## config.mk

```make
export PLATFORM = sky130hd
export DESIGN_NAME = soft_rst_ctrl
export DESIGN_NICKNAME = d
export VERILOG_FILES = /design/src/rtl/soft_rst_ctrl.sv
export SDC_FILE = /design/constraint.sdc
export NUM_CORES = 1
export LEC_CHECK = 0
export CORE_UTILIZATION = 45
export DETAILED_ROUTE_END_ITERATION = 7
export GPL_ROUTABILITY_DRIVEN = 0
export MAX_ROUTING_LAYER = met4
export PLACE_DENSITY = 0.74
export SLEW_MARGIN = 5
export SYNTH_ARGS = -nofsm -noshare
export SYNTH_HDL_FRONTEND = slang
export SYNTH_SLANG_ARGS = --single-unit
```

## constraint.sdc

```tcl
create_clock -name clk_125m -period 2.15 [get_ports clk_125m]
set_input_delay 0.215 -clock clk_125m [delete_from_list [all_inputs] [get_ports clk_125m]]
set_output_delay 0.215 -clock clk_125m [all_outputs]
set_load 0.01 [all_outputs]
```

## src/rtl/soft_rst_ctrl.sv

```systemverilog
// Keyed soft-reset request generator: a KEY1/KEY2 unlock sequence produces a fixed-width
// active-low soft_rst pulse, followed by a hold-off window that blocks re-triggering.
module soft_rst_ctrl #(
  parameter logic [15:0] KEY1           = 16'h5A5A,
  parameter logic [15:0] KEY2           = 16'hA5A5,
  parameter int unsigned ARM_TIMEOUT    = 1000,
  parameter int unsigned PULSE_CYCLES   = 32,
  parameter int unsigned HOLDOFF_CYCLES = 256
) (
  input  logic        clk_125m,
  input  logic        rst_125m,
  input  logic        reg_wr_en,
  input  logic [15:0] reg_wr_data,
  output logic        soft_rst,
  output logic        armed,
  output logic        busy,
  output logic        key_err,
  output logic [7:0]  rst_req_cnt
);

  localparam logic [15:0] ARM_LAST   = 16'(ARM_TIMEOUT - 1);
  localparam logic [15:0] PULSE_LAST = 16'(PULSE_CYCLES - 1);
  localparam logic [15:0] HOLD_LAST  = 16'(HOLDOFF_CYCLES - 1);

  // Identical keys would let a single word unlock and fire; reject at elaboration.
  if (KEY1 == KEY2) begin : g_key_check
    $error("soft_rst_ctrl: KEY1 and KEY2 must differ");
  end
  if (ARM_TIMEOUT < 1 || ARM_TIMEOUT > 65535 || PULSE_CYCLES < 1 || PULSE_CYCLES > 65535 ||
      HOLDOFF_CYCLES < 1 || HOLDOFF_CYCLES > 65535) begin : g_range_check
    $error("soft_rst_ctrl: cycle parameters must lie in 1..65535");
  end

  typedef enum logic [1:0] {StIdle, StArmed, StPulse, StHoldoff} state_e;

  state_e      r_state, w_state_d;
  logic [15:0] r_timer, w_timer_d;
  logic        w_restart;
  logic        w_key_err_d;
  logic [7:0]  r_cnt, w_cnt_d;
  logic        r_soft_rst, r_armed, r_busy, r_key_err;

  always_comb begin
    w_state_d   = r_state;
    w_restart   = 1'b0;
    w_key_err_d = 1'b0;
    w_cnt_d     = r_cnt;
    case (r_state)
      StIdle: begin
        if (reg_wr_en) begin
          if (reg_wr_data == KEY1) w_state_d = StArmed;
          else                     w_key_err_d = 1'b1;
        end
      end
      StArmed: begin
        // A write in the timeout cycle takes priority over the timeout.
        if (reg_wr_en) begin
          if (reg_wr_data == KEY2) begin
            w_state_d = StPulse;
            if (r_cnt != 8'hFF) w_cnt_d = r_cnt + 8'd1;
          end else if (reg_wr_data == KEY1) begin
            w_restart = 1'b1;
          end else begin
            w_state_d   = StIdle;
            w_key_err_d = 1'b1;
          end
        end else if (r_timer == ARM_LAST) begin
          w_state_d = StIdle;
        end
      end
      StPulse: begin
        if (r_timer == PULSE_LAST) w_state_d = StHoldoff;
      end
      StHoldoff: begin
        if (r_timer == HOLD_LAST) w_state_d = StIdle;
      end
      default: w_state_d = StIdle;
    endcase

    if (w_state_d != r_state || w_restart || r_state == StIdle) w_timer_d = 16'd0;
    else                                                       w_timer_d = r_timer + 16'd1;
  end

  always_ff @(posedge clk_125m) begin
    if (rst_125m) begin
      r_state    <= StIdle;
      r_timer    <= 16'd0;
      r_soft_rst <= 1'b1;
      r_armed    <= 1'b0;
      r_busy     <= 1'b0;
      r_key_err  <= 1'b0;
      r_cnt      <= 8'd0;
    end else begin
      r_state    <= w_state_d;
      r_timer    <= w_timer_d;
      r_soft_rst <= (w_state_d != StPulse);
      r_armed    <= (w_state_d == StArmed);
      r_busy     <= (w_state_d == StPulse) || (w_state_d == StHoldoff);
      r_key_err  <= w_key_err_d;
      r_cnt      <= w_cnt_d;
    end
  end

  assign soft_rst    = r_soft_rst;
  assign armed       = r_armed;
  assign busy        = r_busy;
  assign key_err     = r_key_err;
  assign rst_req_cnt = r_cnt;

endmodule

```

==> results of run 1 <==
-- Yosys cell counts --
cell | number | area share
or4_1 | 1 | 0.0053
nor4_2 | 2 | 0.018
mux2i_1 | 2 | 0.014
nor4_1 | 3 | 0.013
nor2b_1 | 4 | 0.018
nand3_1 | 5 | 0.018
and2b_1 | 1 | 0.0053
xnor2_1 | 7 | 0.043
a21oi_1 | 2 | 0.0070
clkbuf_1 | 1 | 0.0026
and3_1 | 6 | 0.026
inv_1 | 2 | 0.0053
mux2i_2 | 1 | 0.0097
a2111oi_0 | 1 | 0.0062
ha_1 | 2 | 0.018
xor2_1 | 14 | 0.086
and4_4 | 1 | 0.0079
o211a_4 | 1 | 0.012
nor3_1 | 3 | 0.011
nand4_1 | 9 | 0.040
and4b_1 | 2 | 0.014
nand2b_1 | 1 | 0.0044
o21ai_1 | 1 | 0.0035
nor4bb_1 | 5 | 0.035
nand2_1 | 13 | 0.034
nor2_1 | 31 | 0.082
nor4b_1 | 3 | 0.018
dfxtp_1 | 30 | 0.42
buf_6 | 1 | 0.0079
o32a_1 | 2 | 0.014
-- kinds of logic (layout without fill, tap and decap cells) --
group           after synthesis  after routing  share of synthesized area
buf+inv                       4             48                     0.0158
flops                        30             30                      0.422
compound gates                7              7                     0.0431
simple gates                 90             90                      0.349
fa+ha+maj                     2              2                     0.0176
mux                           3              3                     0.0237
xor+xnor                     21             21                      0.129
-- area by class of cell --
| type | count | share of cell area |
|---|---|---|
| multi-input cells | 123 | 0.412 |
| inverters | 2 | 0.00385 |
| flip-flops and latches | 30 | 0.308 |
| clock inverters | 2 | 0.0308 |
| well taps | 44 | 0.0282 |
| clock buffers | 6 | 0.0263 |
| repair buffers | 38 | 0.191 |
-- metrics by stage --
stage          instance area (um^2)   util  cells
2_1_floorplan                  1420      -    157
3_3_place_gp                   1840  0.607    237
3_5_place_dp                   1840  0.607    237
4_1_cts                        1950  0.643    245
5_1_grt                        1950  0.645    245
6_report                       1950  0.645    245
-- path summary, 6_finish.rpt --
path                  start             end  cells past startpoint
max              r_timer[1]      r_timer[6]                      8
min          rst_req_cnt[7]  rst_req_cnt[7]                      2
max reg2reg      r_timer[1]      r_timer[6]                      8
min reg2reg  rst_req_cnt[7]  rst_req_cnt[7]                      2
-- worst reg2reg max path: cells and delay by family (launching register included) --
| family | cells | cell delay (ns) |
|---|---|---|
| flops | 1 | 0.37 |
| buf+inv | 1 | 0.17 |
| fa+ha+maj | 1 | 0.23 |
| simple gates | 4 | 0.65 |
| mux | 1 | 0.26 |
| compound gates | 1 | 0.20 |
-- power groups by stage --
stage	registers (uW)	clock network, uW	logic [uW]
6_report	556	585	53.4
5_1_grt	557	622	57.7
4_1_cts	556	597	53.4
3_5_place_dp	569	0	53.2
3_3_place_gp	569	0	51.7
2_1_floorplan	570	0	10.4
-- flip-flops by register name (all words and copies together), names as in the netlist --
signal,count
rst_req_cnt,8
busy,1
r_timer,16
soft_rst,1
r_state,2
key_err,1
armed,1
-- layer usage --
metal	global-route usage	wire length [um]	share of wire	vias up
met2	0.369	1600	0.50	29
li1	-	-	-	643
met3	0.0558	91	0.029	11
met1	0.247	1410	0.44	588
met4	0.102	73	0.023	0
met5	-	0	0	-
-- cells in the final DEF, fill, tap and decap left out, types with 2 or more instances in the layout --
master           synthesis  final
a21oi_1                  2      2
and3_1                   6      6
and4b_1                  2      2
buf_4                    0      7
bufinv_16                0      2
clkbuf_4                 0      5
clkdlybuf4s50_1          0     30
dfxtp_1                 30     30
ha_1                     2      2
inv_1                    2      2
mux2i_1                  2      2
nand2_1                 13     13
nand3_1                  5      5
nand4_1                  9      9
nor2_1                  31     30
nor2b_1                  4      4
nor3_1                   3      3
nor4_1                   3      3
nor4_2                   2      2
nor4b_1                  3      3
nor4bb_1                 5      5
o32a_1                   2      2
xnor2_1                  7      7
xor2_1                  14     14
==> out/results.tsv, run 1 <==
metric	value	unit
result of the run	finished, final reports clean	
vertical extent of the die	58.3	um
min Tclk post-route	1.98	ns
vias in the first global route	1309	
Remaining Overflow, GRT	0	
share of cells above drive strength 1	0.109	
startpoint types	register	
standard cell with the maximum stage delay on the critical path	dfxtp_1	
setup ws final	0.171	ns
Net Sw Power	207	uW
CTS tree	yes	
synthesized instance count	157	
power consumption	1190	uW
number of distinct standard cells referenced by the synthesized netlist	30	
worst stage delay on the critical path	0.37	ns
type of the tightest min-delay check	reg2reg	
first-pass detailed-route iteration total	4	
Die X	58.3	um
initial standard-cell utilization of the core	0.470	
Net Count, Synth	178	
setup bufs post-CTS	0	
cts hold-fix bufs	0	
portion of total power attributed to sequential cells	0.466	
Die Footprint	3390	um^2
power density normalized to cell area	612	nW/um^2
GRT Total Usage	0.221	
vias per cell	5.19	
largest net degree at the start of global routing	16	
Critical Path Fanout Max	15	
required time at the endpoint of the critical path	2.37	ns
floorplan row count	20	
cell chain of the critical path	ha_1 > and4_4 > nand4_1 > nor2_2 > o211a_4 > mux2i_2 > buf_12 > nor2_1	
clock network power share	0.490	
H-Tree Depth	2	
Vias	1271	
critical path data arrival time	2.20	ns
Worst Hold Slack	0.553	ns
multi-input combinational cell area	805	um^2
Worst Max-Slew Pin Slew	0.406	ns
final wirelength	3.17	mm
worst skew pair latency	0.33	ns
worst slack after detailed placement	-0.0116	ns
Internal Pwr Total	988	uW
Final Cycle Share	0.920	
Avg Inst Size Synth	9.07	um^2
Placeable Area	3030	um^2
max frequency	0.505	GHz
number of inserted filler cells in the final layout	256	
Final Max Tran Viols	0	
endpoint class of the critical path	register	
number of antenna violations at the first check in global routing	0	
Iteration-0 DRC Markers	39	
post-route antenna net violation count	0	
part of the power in combinational logic	0.045	
Net Sw Frac	0.173	
DP HPWL	2.35	mm
buffer depth of the longest clock path	2	
family with the most delay on the worst path	simple AND/OR/NAND/NOR gates	
setup TNS	0	ns
cts bufs inserted	5	
startpoint-to-endpoint class of the critical path	reg2reg	
area of the mapped netlist	1420	um^2
final hold violations	0	
number of synthesis warnings	0	
number of placed I/O pins	31	
maximum capacitance violations	0	
number of setup violations in the final report	0	
post-CTS sizing	0	
average wire per standard cell	12.9	um
TritonCTS Sinks	30	
final antenna diode count	0	
RSZ-0062 raised after global routing	no	
wire length of the first global-routing pass	5.55	mm
R2R setup slack	0.17	ns
register cell area after layout	601	um^2
Synth-to-Final Area Change	37.1	%
CTS root buf	clkbuf_4	
number of port buffers	30	
share of synthesized area occupied by flip-flops and latches	0.422	
remaining routing DRC violations	0	
Yosys reg bits	30	
buffers plus inverters on the worst setup path	1	
headroom to the max-slew limit	0.729	
final setup skew	0.0140	ns
NumNets Final	221	
clock-pin transition on the worst setup and hold timing paths	0.10	ns
leakage component of the power	0.000697	uW
Worst IR Drop VDD	0.000497	V
(Power assumes the default switching activity.)
==> run 2: changes to the inputs <==
- SLEW_MARGIN: 5 -> not set
==> results of run 2 <==
The final DEF is identical to that of run 1; final timing and power are the same.
==> run 3: changes to the inputs <==
- CELL_PAD_IN_SITES_DETAIL_PLACEMENT: not set -> 1
- CELL_PAD_IN_SITES_GLOBAL_PLACEMENT: not set -> 1
- CORE_ASPECT_RATIO: not set -> 0.6
- CORE_UTILIZATION: 45 -> 33
- PLACE_DENSITY: 0.74 -> 0.73
==> run 3 against run 2 <==
Against the previous run: critical path depth decreased by 1; utilization decreased by 17 points; global-route usage shrank 1.7 points; sequential share of layout area down 0.37 points; hold slack got worse by 0.0085 ns; wire length grew 27%; setup slack worse by 0.067 ns.
==> out/results.tsv, run 3 (synthesis results as in run 1) <==
metric	value	unit
result of the run	finished, final reports clean	
buffer depth of the longest clock path	2	
R2R setup slack	0.10	ns
Final Max Tran Viols	0	
Worst IR Drop VDD	0.000198	V
Synth-to-Final Area Change	38.8	%
CTS root buf	clkbuf_8	
worst stage delay on the critical path	0.48	ns
worst skew pair latency	0.28	ns
GRT Total Usage	0.204	
buffers plus inverters on the worst setup path	1	
final antenna diode count	0	
part of the power in combinational logic	0.050	
leakage component of the power	0.000689	uW
Die X	86.8	um
vias in the first global route	1393	
count of cells along the worst register-to-register path	7	
CTS tree	yes	
register cell area after layout	601	um^2
critical path data arrival time	2.21	ns
post-route antenna net violation count	0	
RR Endpoint	r_timer[12]	
standard cell with the maximum stage delay on the critical path	or4_1	
cell chain of the critical path	nand3_1 > or4_1 > o21ai_1 > o211a_4 > mux2i_2 > buf_6 > nor2_1	
final setup skew	0.00757	ns
launching point of the worst reg2reg path	r_timer[7]	
Hold Crit Endpoint	r_timer[0]	
cts bufs inserted	5	
Net Sw Frac	0.205	
first-pass detailed-route iteration total	4	
cell count after placement	255	
number of cells in the finished layout apart from fillers	263	
maximum capacitance violations	0	
Internal Pwr Total	852	uW
number of antenna violations at the first check in global routing	0	
Critical Path Source	r_timer[7]	
Worst Max-Slew Pin Slew	0.403	ns
final hold violations	0	
clock network power share	0.430	
initial standard-cell utilization of the core	0.345	
largest net degree at the start of global routing	16	
RSZ-0062 raised after global routing	no	
setup ws final	0.104	ns
DP HPWL	3.16	mm
Final Cycle Share	0.952	
Placeable Area	4120	um^2
setup bufs post-CTS	0	
average wire per standard cell	15.4	um
endpoint class of the critical path	register	
required time at the endpoint of the critical path	2.31	ns
clock-pin transition on the worst setup and hold timing paths	0.06	ns
vias per cell	5.07	
portion of total power attributed to sequential cells	0.520	
worst slack after detailed placement	-0.159	ns
number of instances on the worst hold path	2	
startpoint-to-endpoint class of the critical path	reg2reg	
vertical extent of the die	52.9	um
number of port buffers	30	
final wirelength	4.04	mm
max frequency	0.489	GHz
multi-input combinational cell area	822	um^2
post-route standard cell area excluding fillers	1980	um^2
NumNets Final	223	
min Tclk post-route	2.05	ns
startpoint types	register	
Critical Path Fanout Max	9	
number of setup violations in the final report	0	
floorplan row count	18	
H-Tree Depth	2	
number of placed I/O pins	31	
number of flip-flops under the largest register name	16	
Iteration-0 DRC Markers	76	
start point of the worst min-delay path	r_timer[0]	
number of inserted filler cells in the final layout	470	
share of cells above drive strength 1	0.123	
headroom to the max-slew limit	0.729	
type of the tightest min-delay check	reg2reg	
wire length of the first global-routing pass	6.74	mm
remaining routing DRC violations	0	
power density normalized to cell area	542	nW/um^2
most frequent cells in the layout	nor2_1, dfxtp_1, clkdlybuf4s50_1	
register containing the most flip-flops in the final layout	r_timer	
Vias	1333	
TritonCTS Sinks	30	
Net Sw Power	220	uW
post-detailed-placement cell area	1860	um^2
family with the most delay on the worst path	simple AND/OR/NAND/NOR gates	
Remaining Overflow, GRT	0	
Die Footprint	4590	um^2
cts hold-fix bufs	0	
==> run 3: power groups by stage <==
stage	Combinational (uW)	Sequential, uW	Clock [uW]
3_5_place_dp	54.1	569	0
4_1_cts	54.2	557	476
2_1_floorplan	10.4	570	0
3_3_place_gp	52.0	569	0
6_report	53.7	557	461
5_1_grt	57.7	557	511
==> run 3: how the worst max path moves through the flow <==
stage                        endpoint  slack [ns]  depth (start not counted)
after global routing      r_timer[12]       0.003                          8
final                     r_timer[12]        0.10                          7
after floorplan           r_timer[15]        0.05                          8
after CTS                 r_timer[14]        0.01                          8
after detailed placement  r_timer[14]       -0.16                          8
after global placement       soft_rst        0.04                          8
==> run 3: area by class of cell <==
type                            instances  share of cell area
Clock buffer                            7              0.0437
Clock inverter                          1             0.00253
Inverter                                2             0.00380
Multi-Input combinational cell        123               0.416
Sequential cell                        30               0.304
Tap cell                               60              0.0380
Timing Repair Buffer                   40               0.192
==> run 3: what timing repair did <==
item | 4_1_cts | 5_1_grt
gates resized for setup | 1 | 5
cloned | 0 | 0
setup endpoints to repair | 15 | 15
==> run 3: layer usage <==
layer  track usage  share of wire
met4        0.0639          0.012
met2         0.333           0.47
met5             -              0
met1         0.251           0.47
met3        0.0499          0.047
==> run 3: worst reg2reg max path: stages (launching register included) <==
cell,delay [ns]
dfxtp_1,0.43
nand3_1,0.15
or4_1,0.48
o21ai_1,0.19
o211a_4,0.19
mux2i_2,0.26
buf_6,0.17
nor2_1,0.06
==> run 3: stage by stage <==
| step | hold WS [ns] | TNS, ns | utilization | power (uW) |
|---|---|---|---|---|
| floorplan | 0.287 | 0 | - | 580 |
| global placement | 0.518 | 0 | 0.451 | 621 |
| detailed placement | 0.530 | -2.34 | 0.451 | 623 |
| CTS | 0.539 | 0 | 0.475 | 1090 |
| global route | 0.562 | 0 | 0.479 | 1130 |
| finish | 0.544 | 0 | 0.479 | 1070 |
